[config.mk]
export PLATFORM = sky130hd
export DESIGN_NAME = fifo_byte_unpacker
export DESIGN_NICKNAME = d
export VERILOG_FILES = /design/src/rtl/fifo_pkg.sv /design/src/rtl/fifo_byte_unpacker.sv
export SDC_FILE = /design/constraint.sdc
export NUM_CORES = 1
export LEC_CHECK = 0
export CORE_MARGIN = 4
export CORE_UTILIZATION = 45
export CTS_CLUSTER_SIZE = 25
export DETAILED_ROUTE_END_ITERATION = 8
export PLACE_DENSITY_LB_ADDON = 0.2
export SKIP_LAST_GASP = 1
export SLEW_MARGIN = 20
export SYNTH_ARGS = -nofsm -noshare
export SYNTH_HDL_FRONTEND = slang
export SYNTH_SLANG_ARGS = --single-unit
[constraint.sdc]
create_clock -name clk -period 4.4 [get_ports clk]
set_input_delay 1.1 -clock clk [delete_from_list [all_inputs] [get_ports clk]]
set_output_delay 1.1 -clock clk [all_outputs]
set_load 0.005 [all_outputs]
[src/rtl/fifo_pkg.sv]
// Shared types and sizing helpers for the FIFO drain/unpack stages.
package fifo_pkg;

    typedef enum logic {
        IDLE = 1'b0,
        SEND = 1'b1
    } unpk_state_t;

    // Beats per FIFO word.
    function automatic int unsigned unpk_beats(input int unsigned data_w,
                                               input int unsigned out_w);
        return data_w / out_w;
    endfunction

    // Width of the slice counter.
    function automatic int unsigned unpk_cnt_w(input int unsigned data_w,
                                               input int unsigned out_w);
        return $clog2(unpk_beats(data_w, out_w));
    endfunction

endpackage

[src/rtl/fifo_byte_unpacker.sv]
// Drains a show-ahead FIFO and serialises each word into N narrow valid/ready beats,
// reloading on the last-beat handshake so consecutive words stream without bubbles.
module fifo_byte_unpacker
    import fifo_pkg::*;
#(
    parameter int unsigned DATA_W    = 32,
    parameter int unsigned OUT_W     = 8,
    parameter bit          LSB_FIRST = 1'b1
) (
    input  logic              clk,
    input  logic              arst_n,
    output logic              rEn,
    input  logic [DATA_W-1:0] rData,
    input  logic              empty,
    output logic [OUT_W-1:0]  mData,
    output logic              mValid,
    input  logic              mReady,
    output logic              mLast
);

    localparam int unsigned N     = unpk_beats(DATA_W, OUT_W);
    localparam int unsigned CNT_W = unpk_cnt_w(DATA_W, OUT_W);
    localparam logic [CNT_W-1:0] LAST_IDX = CNT_W'(N - 1);

    if (((DATA_W % OUT_W) != 0) || (N < 2)) begin : g_param_check
        $error("fifo_byte_unpacker: DATA_W must be a multiple of OUT_W with at least 2 beats");
    end

    unpk_state_t       state_q;
    logic [DATA_W-1:0] word_q;
    logic [CNT_W-1:0]  cnt_q;
    logic [CNT_W-1:0]  slice_idx;
    logic              hs;

    assign mValid = (state_q == SEND);
    assign mLast  = mValid && (cnt_q == LAST_IDX);
    assign hs     = mValid && mReady;

    // Pop when idle or when the final beat leaves; gated by reset so the FIFO never pops in reset.
    assign rEn = arst_n && !empty && ((state_q == IDLE) || (hs && mLast));

    assign slice_idx = LSB_FIRST ? cnt_q : (LAST_IDX - cnt_q);

    always_comb begin
        mData = '0;
        for (int unsigned i = 0; i < N; i++) begin
            if (slice_idx == CNT_W'(i)) begin
                mData = word_q[i*OUT_W +: OUT_W];
            end
        end
    end

    always_ff @(posedge clk or negedge arst_n) begin
        if (!arst_n) begin
            state_q <= IDLE;
            cnt_q   <= '0;
            word_q  <= '0;
        end else begin
            case (state_q)
                IDLE: begin
                    if (rEn) begin
                        word_q  <= rData;
                        cnt_q   <= '0;
                        state_q <= SEND;
                    end
                end
                SEND: begin
                    // Stalled sink holds every register, keeping the beat stable.
                    if (hs) begin
                        if (!mLast) begin
                            cnt_q <= cnt_q + CNT_W'(1);
                        end else if (rEn) begin
                            word_q <= rData;
                            cnt_q  <= '0;
                        end else begin
                            state_q <= IDLE;
                        end
                    end
                end
                default: state_q <= IDLE;
            endcase
        end
    end

endmodule

# Word-level counts from Yosys, hierarchy flattened
# Cells that the tools add are included.
[totals]
ff_bits = 35
out_inout_bits = 11
[classes]
n_bitwise = 1
n_eq_ne = 5
n_mux = 16
n_addsub = 1
reduce_logical = 9
[ops]
columns = ["op", "count"]
rows = [
  ["$mux 32", 3],
  ["$pmux 32 s2", 1],
  ["$mux 8", 4],
  ["$mux 2", 3],
  ["$logic_and 1x1->1", 5],
  ["$eq 2x2->1 const B", 2],
  ["$pmux 2 s2", 1],
  ["$mux 1", 3],
  ["$add 2x1->2 const B", 1],
  ["$eq 2x1->1 const B", 1],
  ["$logic_not 2->1", 1],
  ["$ne 2x1->1 const B", 1],
  ["$ne 2x2->1 const B", 1],
  ["$pmux 1 s2", 1],
  ["$reduce_and 2->1", 1],
  ["$logic_not 1->1", 1],
  ["$logic_or 1x1->1", 1],
  ["$not 1->1", 1],
]

# Longest topological paths before layout
# Gate-level depths: netlist of the first run.
[depth]
depth_word = 9
depth_mapped = 6
ltp_nobuf = 5

# Worst setup path after synthesis of the first run
# No wires, ideal clock.
[synth_path]
path_kind = "input to output"
startpoint = "input empty"
endpoint = "output rEn"
cell_stages = 3
slack_ns = 1.547
path_buffers = 1
arrival_ns = 1.753
t_required_ns = 3.300
cell_sequence = "nand2b_1 -> a21oi_4 -> buf_8"
[synth_between]
elab_chain_cells = 3
[synth_lines]
columns = ["item", "line", "source"]
rows = [
  ["start, declared", "fifo_byte_unpacker.sv:14", "input logic empty,"],
  ["$logic_not 1->1", "fifo_byte_unpacker.sv:40", "assign rEn = arst_n && !empty && ((state_q == IDLE) || (hs && mLast));"],
  ["$logic_and 1x1->1 (2 in a row)", "fifo_byte_unpacker.sv:40", ""],
  ["end, declared", "fifo_byte_unpacker.sv:12", "output logic rEn,"],
]
# Every way passes these cells.

# Worst setup path in the final report of the first run
[layout_path]
startpoint = "register cnt_q[1]"
endpoint = "output mData[1]"
[layout_between]
elab_chain_cells = 5
[layout_lines]
columns = ["item", "line", "source"]
rows = [
  ["start, declared", "fifo_byte_unpacker.sv:31", "logic [CNT_W-1:0] cnt_q;"],
  ["start signal, assigned", "fifo_byte_unpacker.sv:71", "cnt_q <= cnt_q + CNT_W'(1);"],
  ["$logic_not 2->1", "fifo_byte_unpacker.sv:47", "if (slice_idx == CNT_W'(i)) begin"],
  ["$mux 8 (3 in a row)", "fifo_byte_unpacker.sv:47", ""],
  ["$mux 8 *", "fifo_byte_unpacker.sv:47", ""],
  ["end, declared", "fifo_byte_unpacker.sv:15", "output logic [OUT_W-1:0] mData,"],
]
# Every way passes the cells marked *; elsewhere a longest branch is shown, timed or not.

==> results of run 1 <==
-- path summary, 6_finish.rpt --
path | start | cells after the start | to
hold / removal | word_q[21] | 1 | word_q[21]
max in group asynchronous | arst_n | 2 | word_q[5]
setup / recovery | cnt_q[1] | 6 | mData[1]
hold reg to reg | word_q[21] | 1 | word_q[21]
min in group asynchronous | arst_n | 2 | word_q[20]
setup reg to reg | cnt_q[1] | 5 | word_q[6]
-- flip-flops by register name, indices dropped and copies added, names as in the netlist --
register,flops
mValid,1
word_q,32
cnt_q,2
-- per-layer routing --
layer,track usage [%],share of wire (%),wire length [microns]
met1,20.7,43,1600
met2,26.4,50,1860
met3,4.26,6.1,229
met4,6.89,1.7,63
met5,0,0,0
-- synthesized netlist by cell type --
| cell | instances | area, sq um |
|---|---|---|
| buf_6 | 1 | 11.3 |
| nand2_4 | 1 | 11.3 |
| o31ai_1 | 7 | 52.6 |
| ha_1 | 4 | 50.1 |
| dfrtp_1 | 35 | 876 |
| o21ai_0 | 1 | 5.00 |
| inv_1 | 3 | 11.3 |
| a21oi_4 | 1 | 16.3 |
| nor2b_1 | 7 | 43.8 |
| buf_8 | 1 | 15.0 |
| and2_1 | 1 | 6.26 |
| buf_2 | 1 | 5.00 |
| mux2_2 | 5 | 56.3 |
| and2b_1 | 1 | 7.51 |
| nand2b_1 | 1 | 6.26 |
| buf_12 | 2 | 40.0 |
| xnor2_1 | 1 | 8.76 |
| a21oi_1 | 2 | 10.0 |
| mux2i_1 | 1 | 10.0 |
| clkbuf_1 | 2 | 7.51 |
| a22o_1 | 1 | 8.76 |
| nor2_1 | 2 | 7.51 |
| nand2_1 | 10 | 37.5 |
| nand3b_1 | 1 | 7.51 |
| a221oi_1 | 7 | 61.3 |
| mux2_4 | 27 | 405 |
-- stage by stage --
stage	worst slack [ns]	std cells
after floorplan	1.55	126
after global placement	0.876	215
after detailed placement	0.869	215
after CTS	0.795	222
after global routing	0.654	222
final	0.813	222
-- final cells by class --
cell class,count,share of cell area (%)
flip-flops and latches,35,37.7
well taps,48,2.59
repair buffers,48,20.5
clock inverters,1,0.216
clock buffers,6,3.56
inverters,3,0.485
multi-input cells,81,35.0
-- kinds of logic (layout without fill, tap and decap cells) --
kind of cell / after synthesis / after routing / synth area share (%)
flops: 35 / 35 / 49.3
mux: 33 / 33 / 26.5
simple gates: 24 / 24 / 7.18
compound gates: 19 / 19 / 8.66
buf+inv: 10 / 58 / 5.07
fa+ha+maj: 4 / 4 / 2.82
xor+xnor: 1 / 1 / 0.493
-- power breakdown --
group / switching [mW] / total [mW] / internal, mW
Combinational: 0.289 / 0.779 / 0.490
Clock: 0.107 / 0.230 / 0.123
Sequential: 0.100 / 0.586 / 0.486
-- worst reg2reg max path, delay by kind of cell, from the launching register on --
family	cells	cell delay, ns
adder cells (fa/ha/maj)	1	0.63
buffers and inverters	1	0.50
multiplexers	1	0.41
flip-flops	1	0.39
AO/OA/AOI/OAI	1	0.18
AND/OR/NAND/NOR	1	0.11
-- cells in the final DEF, fill, tap and decap left out --
cell,synthesis,final
o31ai_1,7,7
nand2_4,1,1
mux2_4,27,27
nand2b_1,1,1
nand2_1,10,10
a221oi_1,7,7
a22o_1,1,1
clkbuf_8,0,6
ha_1,4,4
inv_1,3,3
mux2_2,5,5
mux2i_1,1,1
and2_1,1,1
nor2b_1,7,7
xnor2_1,1,1
o21ai_0,1,1
clkdlybuf4s50_1,0,46
clkinv_2,0,1
nand3b_1,1,1
nor2_1,2,2
a21oi_1,2,2
a21oi_4,1,1
dfrtp_1,35,35
and2b_1,1,1
buf_4,0,2
==> impl_metrics.csv, run 1 <==
group,metric,value,unit
sta,rsz0062_at_grt,"false",
worst_setup_path,crit_path_top_delay_cell,"clkdlybuf4s50_1",
drt,postRouteAntennaNets,0,
sta,worst_hold_slack,0.514,ns
final_layout,n_fill_cell,303,
sta,slew_viol_final,0,
place,place_area,2230,sq um
floorplanning,vert_die_dim,70.9,microns
drt,post_drt_via_cell_ratio,5.14,
drt,detailedRoute.firstIterationViolations,70,
global_routing,grt_pass1_wl,6.24,mm
drt,wl_per_cell,16.9,microns
final_layout,post_layout_instance_area,2320,sq um
run_status,run_status,"finished clean",
logic_synthesis,post_synthesis_cell_count,126,
worst_setup_path,cpPeakStageDelay,0.56,ns
clock_tree,cts_max_path_buffers,2,
power_and_ir_drop,static_power_due_to_leakage,1.00,nW
floorplanning,io-pin-count,47,
clock_tree,post_cts_hold_buffer_count,0,
sta,max_clock_freq,279,MHz
worst_setup_path,critical_path.endpoint_type,"output port",
worst_setup_path,crit_path_max_fanout,10,
final_layout,utilization,62.0,%
worst_setup_path,cpLargestDelayFamily,"buffers and inverters",
logic_synthesis,synth_warnings,0,
worst_setup_path,critPathKind,"flop to output port",
clock_tree,post_cts_resize_count,0,
clock_tree,cts_htree_levels,2,
drt,postRouteWirelength,3.75,mm
floorplanning,row_count,22,
sta,slew_headroom,53.2,%
global_routing,grt_usage,16.3,%
final_layout,post_route_cells_drive_above_1_share,24.7,%
logic_synthesis,synth.distinct_cells,26,
worst_setup_path,worst_setup_path_start_kind,"flop",
place,rd_place_congestion,0.759,
final_layout,number_of_nets_in_the_final_layout,214,
final_layout,num_antenna_cells,0,
sta,timing.clock.skew,0.00385,ns
final_layout,storage_element_area,876,sq um
clock_tree,clock_insertion_delay_worst_skew,0.28,ns
worst_setup_path,rrSetupSlack,2.08,ns
floorplanning,floorplan.core_area,3740,sq um
power_and_ir_drop,vdd_ir_drop_max,0.394,mV
place,hpwl,2.71,mm
worst_setup_path,worstPathArrival,2.49,ns
logic_synthesis,ys_seq_elements,35,
floorplanning,fp.dieArea,5020,sq um
final_layout,total_area_of_multi_input_combinational_cells,812,sq um
logic_synthesis,syn_avg_cell_area,14.1,sq um
drt,remaining_drc_errors,0,
clock_tree,cts_tree,"built",
sta,worst_slew_pin_slew,0.701,ns
worst_setup_path,path_buf_inv,2,
hold_path,min_path_type,"flop to flop",
floorplanning,die_width,70.9,microns
drt,vias,1141,
logic_synthesis,yosysSeqAreaShare,49.3,%
final_layout,syn_to_final_growth,30.6,%
sta,hold_viol,0,
power_and_ir_drop,cellPowerDensity,687,nW/um^2
clock_tree,cts_inserted_buffers,5,
power_and_ir_drop,report.power.total,1.60,mW
logic_synthesis,netlist_area,1780,sq um
clock_tree,post_cts_setup_inserts,0,
sta,fin_tns_setup,0,ns
global_routing,initial_antenna_violation_count,0,
sta,final.period_utilization,81.5,%
clock_tree,numClockSinks,35,
clock_tree,cts.clk_slew.worst_paths,0.06,ns
floorplanning,floorplan.initialDensity,47.5,%
worst_setup_path,cp_data_required_time,3.30,ns
job,cap_violations,0,
global_routing,grt_pass1_vias,1288,
sta,final-setup-viol-count,0,
global_routing,grt.overflow.total,0,
clock_tree,clockRootBuffer,"clkbuf_8",
worst_setup_path,worstPathCellList,"inv_1 -> ha_1 -> and2b_1 -> a221oi_1 -> o31ai_1 -> clkdlybuf4s50_1",
drt,drt_first_pass_iters,4,
global_routing,grt_start_max_net_pins,36,
place,portBuffers,46,
logic_synthesis,synthesis.nets,166,
sta,min_period,3.59,ns
Power figures use the tool's default switching activity.
==> inputs of run 2 (changes only) <==
==> constraint.sdc (replaced) <==
create_clock -name clk -period 3.6 [get_ports clk]
set_input_delay 0.9 -clock clk [delete_from_list [all_inputs] [get_ports clk]]
set_output_delay 0.9 -clock clk [all_outputs]
set_load 0.005 [all_outputs]
==> run 2 against run 1 <==
  * Final area grew 1.3%
  * Die area is the same
  * Register-to-register slack lost 0.80 ns
  * Critical path depth is the same
  * Routed wire length shrank 1.2%
  * Utilization grew 0.80 points
  * Critical path type unchanged
  * Largest cell class unchanged
==> impl_metrics.csv, run 2 (synthesis results as in run 1) <==
group,metric,value,unit
clock_tree,clock_insertion_delay_worst_skew,0.29,ns
hold_path,holdPathStages,1,
sta,slew_headroom,53.9,%
sta,hold_viol,0,
global_routing,grt-busiest-layer,"met2",
power_and_ir_drop,static_power_due_to_leakage,1.02,nW
clock_tree,cts_htree_levels,2,
worst_setup_path,critPathKind,"flop to output port",
sta,slew_viol_final,0,
global_routing,grt_pass1_vias,1255,
place,dpl_worst_slack,0.474,ns
worst_setup_path,timing.critical_path.to,"mData[0]",
clock_tree,cts_max_path_buffers,2,
drt,detailedRoute.firstIterationViolations,52,
worst_setup_path,reg2reg_from,"cnt_q[1]",
drt,postRouteWirelength,3.71,mm
run_status,run_status,"finished clean",
drt,vias,1140,
hold_path,min_path_type,"flop to flop",
sta,worst_slew_pin_slew,0.691,ns
sta,timing.clock.skew,0.00326,ns
final_layout,post_route_cells_drive_above_1_share,25.1,%
worst_setup_path,r2r_cell_count,5,
worst_setup_path,critical_path.endpoint_type,"output port",
place,portBuffers,46,
power_and_ir_drop,vdd_ir_drop_max,0.566,mV
final_layout,mostFrequentLayoutCells,"clkdlybuf4s50_1, dfrtp_1, mux2_4",
sta,rsz0062_at_grt,"false",
global_routing,grt_usage,15.7,%
place,hpwl,2.62,mm
sta,max_clock_freq,298,MHz
global_routing,grt_pass1_wl,6.04,mm
floorplanning,fp.dieArea,5020,sq um
worst_setup_path,cp_data_required_time,2.70,ns
worst_setup_path,r2r_path_end,"word_q[6]",
floorplanning,row_count,22,
clock_tree,numClockSinks,35,
floorplanning,floorplan.initialDensity,47.5,%
final_layout,layout_commonest_cell,"clkdlybuf4s50_1",
final_layout,post_layout_instance_area,2350,sq um
clock_tree,cts.clk_slew.worst_paths,0.07,ns
clock_tree,cts_inserted_buffers,5,
drt,postRouteAntennaNets,0,
worst_setup_path,cp-startpoint,"cnt_q[1]",
drt,drt_first_pass_iters,4,
clock_tree,post_cts_resize_count,0,
final_layout,num_antenna_cells,0,
final_layout,flip_flop_count_of_the_largest_register_after_layout,32,
final_layout,number_of_nets_in_the_final_layout,214,
sta,timing.final.ws_setup,0.241,ns
global_routing,initial_antenna_violation_count,0,
job,cap_violations,0,
place,place_area,2230,sq um
drt,post_drt_via_cell_ratio,5.11,
worst_setup_path,worstPathArrival,2.46,ns
global_routing,grt_use_met3,4.83,%
clock_tree,post_cts_setup_inserts,0,
global_routing,grt_start_max_net_pins,36,
clock_tree,cts_tree,"built",
clock_tree,post_cts_hold_buffer_count,0,
floorplanning,die_width,70.9,microns
final_layout,n_fill_cell,310,
floorplanning,vert_die_dim,70.9,microns
worst_setup_path,rrSetupSlack,1.28,ns
final_layout,syn_to_final_growth,32.3,%
sta,final.period_utilization,93.3,%
final_layout,regMostFlops,"word_q",
clock_tree,clockRootBuffer,"clkbuf_8",
sta,final-setup-viol-count,0,
sta,worst_hold_slack,0.516,ns
final_layout,utilization,62.8,%
sta,fin_tns_setup,0,ns
drt,wl_per_cell,16.6,microns
worst_setup_path,crit_path_max_fanout,10,
power_and_ir_drop,cellPowerDensity,861,nW/um^2
global_routing,globalRouteMet2Util,25.5,%
floorplanning,floorplan.core_area,3740,sq um
global_routing,grt.overflow.total,0,
worst_setup_path,worst_setup_path_start_kind,"flop",
place,rd_place_congestion,0.743,
global_routing,global_route.usage.met1,19.8,%
drt,remaining_drc_errors,0,
sta,min_period,3.36,ns
floorplanning,io-pin-count,47,
-- run 2: per-layer routing --
layer,wire length (microns),vias to the layer above
li1,-,542
met3,215,5
met5,0,-
met1,1570,558
met2,1870,35
met4,55,0
-- run 2: how the worst min path moves through the flow --
stage / to / slack, ns / start
floorplan: word_q[8] / 0.48 / word_q[8]
finish: word_q[16] / 0.52 / word_q[16]
CTS: word_q[16] / 0.52 / word_q[16]
detailed placement: word_q[11] / 0.50 / word_q[11]
global route: word_q[29] / 0.53 / word_q[29]
global placement: word_q[17] / 0.49 / word_q[17]
-- run 2: cell type report --
cell class	instances	area [sq um]	share of cell area (%)
clock inverter	2	35.0	1.49
inverter	3	11.3	0.479
sequential	35	876	37.2
timing repair buffer	48	475	20.2
tap	48	60.1	2.55
clock buffer	6	82.6	3.51
multi-input combinational	81	812	34.5
-- run 2: power breakdown --
part / internal, mW / total, mW / switching (mW)
logic: 0.598 / 0.944 / 0.346
registers: 0.594 / 0.721 / 0.127
clock network: 0.224 / 0.359 / 0.136
-- run 2: through the flow --
stage / power, mW / instances
final: 2.02 / 223
after floorplan: 1.32 / 126
after global placement: 1.65 / 215
after CTS: 2.05 / 223
after detailed placement: 1.67 / 215
after global routing: 2.16 / 223
-- run 2: worst max-delay path, cell delays in order (launching register included) --
cell	delay [ns]
dfrtp_1	0.41
inv_1	0.09
ha_1	0.34
and2b_1	0.31
a221oi_1	0.40
o31ai_1	0.13
clkdlybuf4s50_1	0.48
==> inputs of run 3 (changes only) <==
--- a/config.mk
+++ b/config.mk
@@ -6,7 +6,7 @@
 export NUM_CORES = 1
 export LEC_CHECK = 0
 export CORE_MARGIN = 4
-export CORE_UTILIZATION = 45
+export CORE_UTILIZATION = 46
 export CTS_CLUSTER_SIZE = 25
 export DETAILED_ROUTE_END_ITERATION = 8
 export PLACE_DENSITY_LB_ADDON = 0.2
==> run 3 against run 2 <==
  * Hold slack got worse by 0.0025 ns
  * Critical path type unchanged
  * Utilization increased by 0.33 points
  * Critical path depth increased by 1
  * Count of clock-buffer cells in the layout unchanged
  * First-iteration DRC count increased by 25%
  * Register-to-register slack got worse by 0.02 ns
  * Via count decreased by 0.61%
  * Fmax increased by 1.1%
  * Setup slack improved by 0.037 ns
==> impl_metrics.csv, run 3 (synthesis results as in run 1) <==
group,metric,value,unit
run_status,run_status,"finished clean",
drt,postRouteWirelength,3.76,mm
drt,post_drt_via_cell_ratio,5.08,
place,dpl_worst_slack,0.459,ns
sta,worst_hold_slack,0.514,ns
final_layout,post_layout_instance_area,2330,sq um
worst_setup_path,crit_path_top_delay_cell,"clkdlybuf4s50_1",
drt,remaining_drc_errors,0,
clock_tree,cts_tree,"built",
worst_setup_path,cp_data_required_time,2.70,ns
final_layout,syn_to_final_growth,31.0,%
sta,fin_tns_setup,0,ns
global_routing,grt_pass1_wl,6.24,mm
clock_tree,cts_inserted_buffers,5,
final_layout,regMostFlops,"word_q",
sta,timing.final.ws_setup,0.277,ns
sta,min_period,3.32,ns
clock_tree,cts_max_path_buffers,2,
power_and_ir_drop,internal-power,1.35,mW
power_and_ir_drop,netSwitchingFraction,31.2,%
final_layout,fin_cells,223,
final_layout,n_fill_cell,301,
drt,vias,1133,
worst_setup_path,crit_path_max_fanout,10,
clock_tree,post_cts_setup_inserts,0,
sta,rsz0062_at_grt,"false",
power_and_ir_drop,static_power_due_to_leakage,1.01,nW
floorplanning,fp.dieArea,4920,sq um
global_routing,globalRouteMet2Util,26.3,%
final_layout,flip_flop_count_of_the_largest_register_after_layout,32,
worst_setup_path,worstPathCellList,"inv_1 -> ha_1 -> buf_4 -> and2b_1 -> a221oi_1 -> o31ai_1 -> clkdlybuf4s50_1",
sta,hold_viol,0,
drt,wl_per_cell,16.9,microns
floorplanning,io-pin-count,47,
place,hpwl,2.71,mm
worst_setup_path,cpLargestDelayFamily,"buffers and inverters",
global_routing,grt.overflow.total,0,
power_and_ir_drop,p_comb_share,48.7,%
clock_tree,cts_htree_levels,2,
drt,drt_first_pass_iters,4,
clock_tree,post_cts_resize_count,0,
final_layout,mostFrequentLayoutCells,"clkdlybuf4s50_1, dfrtp_1, mux2_4",
worst_setup_path,critPathKind,"flop to output port",
global_routing,grt_usage,16.7,%
worst_setup_path,cpPeakStageDelay,0.54,ns
clock_tree,clockRootBuffer,"clkbuf_8",
sta,final.period_utilization,92.3,%
power_and_ir_drop,cellPowerDensity,840,nW/um^2
worst_setup_path,critical_path.endpoint_type,"output port",
sta,slew_headroom,54.0,%
floorplanning,floorplan.core_area,3690,sq um
power_and_ir_drop,power.sequential.fraction,36.7,%
global_routing,grt_use_met3,5.32,%
final_layout,post_route_cells_drive_above_1_share,25.1,%
hold_path,min_path_type,"flop to flop",
drt,detailedRoute.firstIterationViolations,65,
global_routing,global_route.usage.met1,21.4,%
global_routing,grt-busiest-layer,"met2",
global_routing,grt_pass1_vias,1238,
global_routing,grt_start_max_net_pins,36,
sta,max_clock_freq,301,MHz
clock_tree,numClockSinks,35,
place,portBuffers,46,
place,placed_cells,216,
job,cap_violations,0,
place,rd_place_congestion,0.713,
floorplanning,vert_die_dim,70.2,microns
floorplanning,die_width,70.2,microns
power_and_ir_drop,vdd_ir_drop_max,0.397,mV
final_layout,num_antenna_cells,0,
power_and_ir_drop,share_clk_of_total_power,14.6,%
worst_setup_path,path_buf_inv,3,
clock_tree,clock_insertion_delay_worst_skew,0.29,ns
global_routing,initial_antenna_violation_count,0,
worst_setup_path,worstPathArrival,2.42,ns
final_layout,number_of_nets_in_the_final_layout,215,
clock_tree,cts.clk_slew.worst_paths,0.07,ns
drt,postRouteAntennaNets,0,
floorplanning,row_count,22,
sta,slew_viol_final,0,
sta,final-setup-viol-count,0,
final_layout,utilization,63.2,%
sta,worst_slew_pin_slew,0.690,ns
final_layout,layout_commonest_cell,"clkdlybuf4s50_1",
power_and_ir_drop,total_switching_power,0.609,mW
place,place_area,2240,sq um
worst_setup_path,worst_setup_path_start_kind,"flop",
power_and_ir_drop,report.power.total,1.96,mW
clock_tree,post_cts_hold_buffer_count,0,
floorplanning,floorplan.initialDensity,48.2,%
sta,timing.clock.skew,0.00678,ns
-- run 3: cell count changes in the layout (fill, tap and decap cells not counted) --
cell       previous run  this run
buf_4                 2         3
bufinv_16             1         0
-- run 3: final timing paths --
path                             from          to  slack [ns]  cells after the start
min in group asynchronous      arst_n  word_q[24]        1.14                      2
min                        word_q[17]  word_q[17]        0.51                      1
max                          cnt_q[1]    mData[1]        0.28                      7
min reg2reg                word_q[17]  word_q[17]        0.51                      1
max in group asynchronous      arst_n  word_q[10]        2.14                      2
max reg2reg                  cnt_q[1]   word_q[6]        1.26                      5
-- run 3: area by class of cell --
| cell class | count | area (sq um) | share of cell area, % |
|---|---|---|---|
| clock buffers | 6 | 82.6 | 3.54 |
| inverters | 3 | 11.3 | 0.483 |
| repair buffers | 49 | 483 | 20.7 |
| well taps | 48 | 60.1 | 2.58 |
| flip-flops and latches | 35 | 876 | 37.6 |
| clock inverters | 1 | 5.00 | 0.215 |
| multi-input cells | 81 | 812 | 34.9 |
-- run 3: routing by layer --
metal	up-vias	part of all wire, %
li1	543	-
met1	552	43
met2	33	49
met3	5	5.8
met4	0	1.9
met5	-	0
-- run 3: worst reg2reg max path: stages (launching register included) --
cell and delay, ns:
dfrtp_1 0.39, ha_1 0.62, nand2_4 0.11, a21oi_4 0.18, buf_4 0.50, mux2_2 0.43
-- run 3: power groups by stage --
stage          Clock (mW)  Combinational (mW)  Sequential (mW)
6_report            0.286               0.953            0.717
5_1_grt             0.312                1.04            0.740
4_1_cts             0.294               0.969            0.717
3_5_place_dp            0               0.963            0.724
3_3_place_gp            0               0.945            0.711
2_1_floorplan           0               0.633            0.685
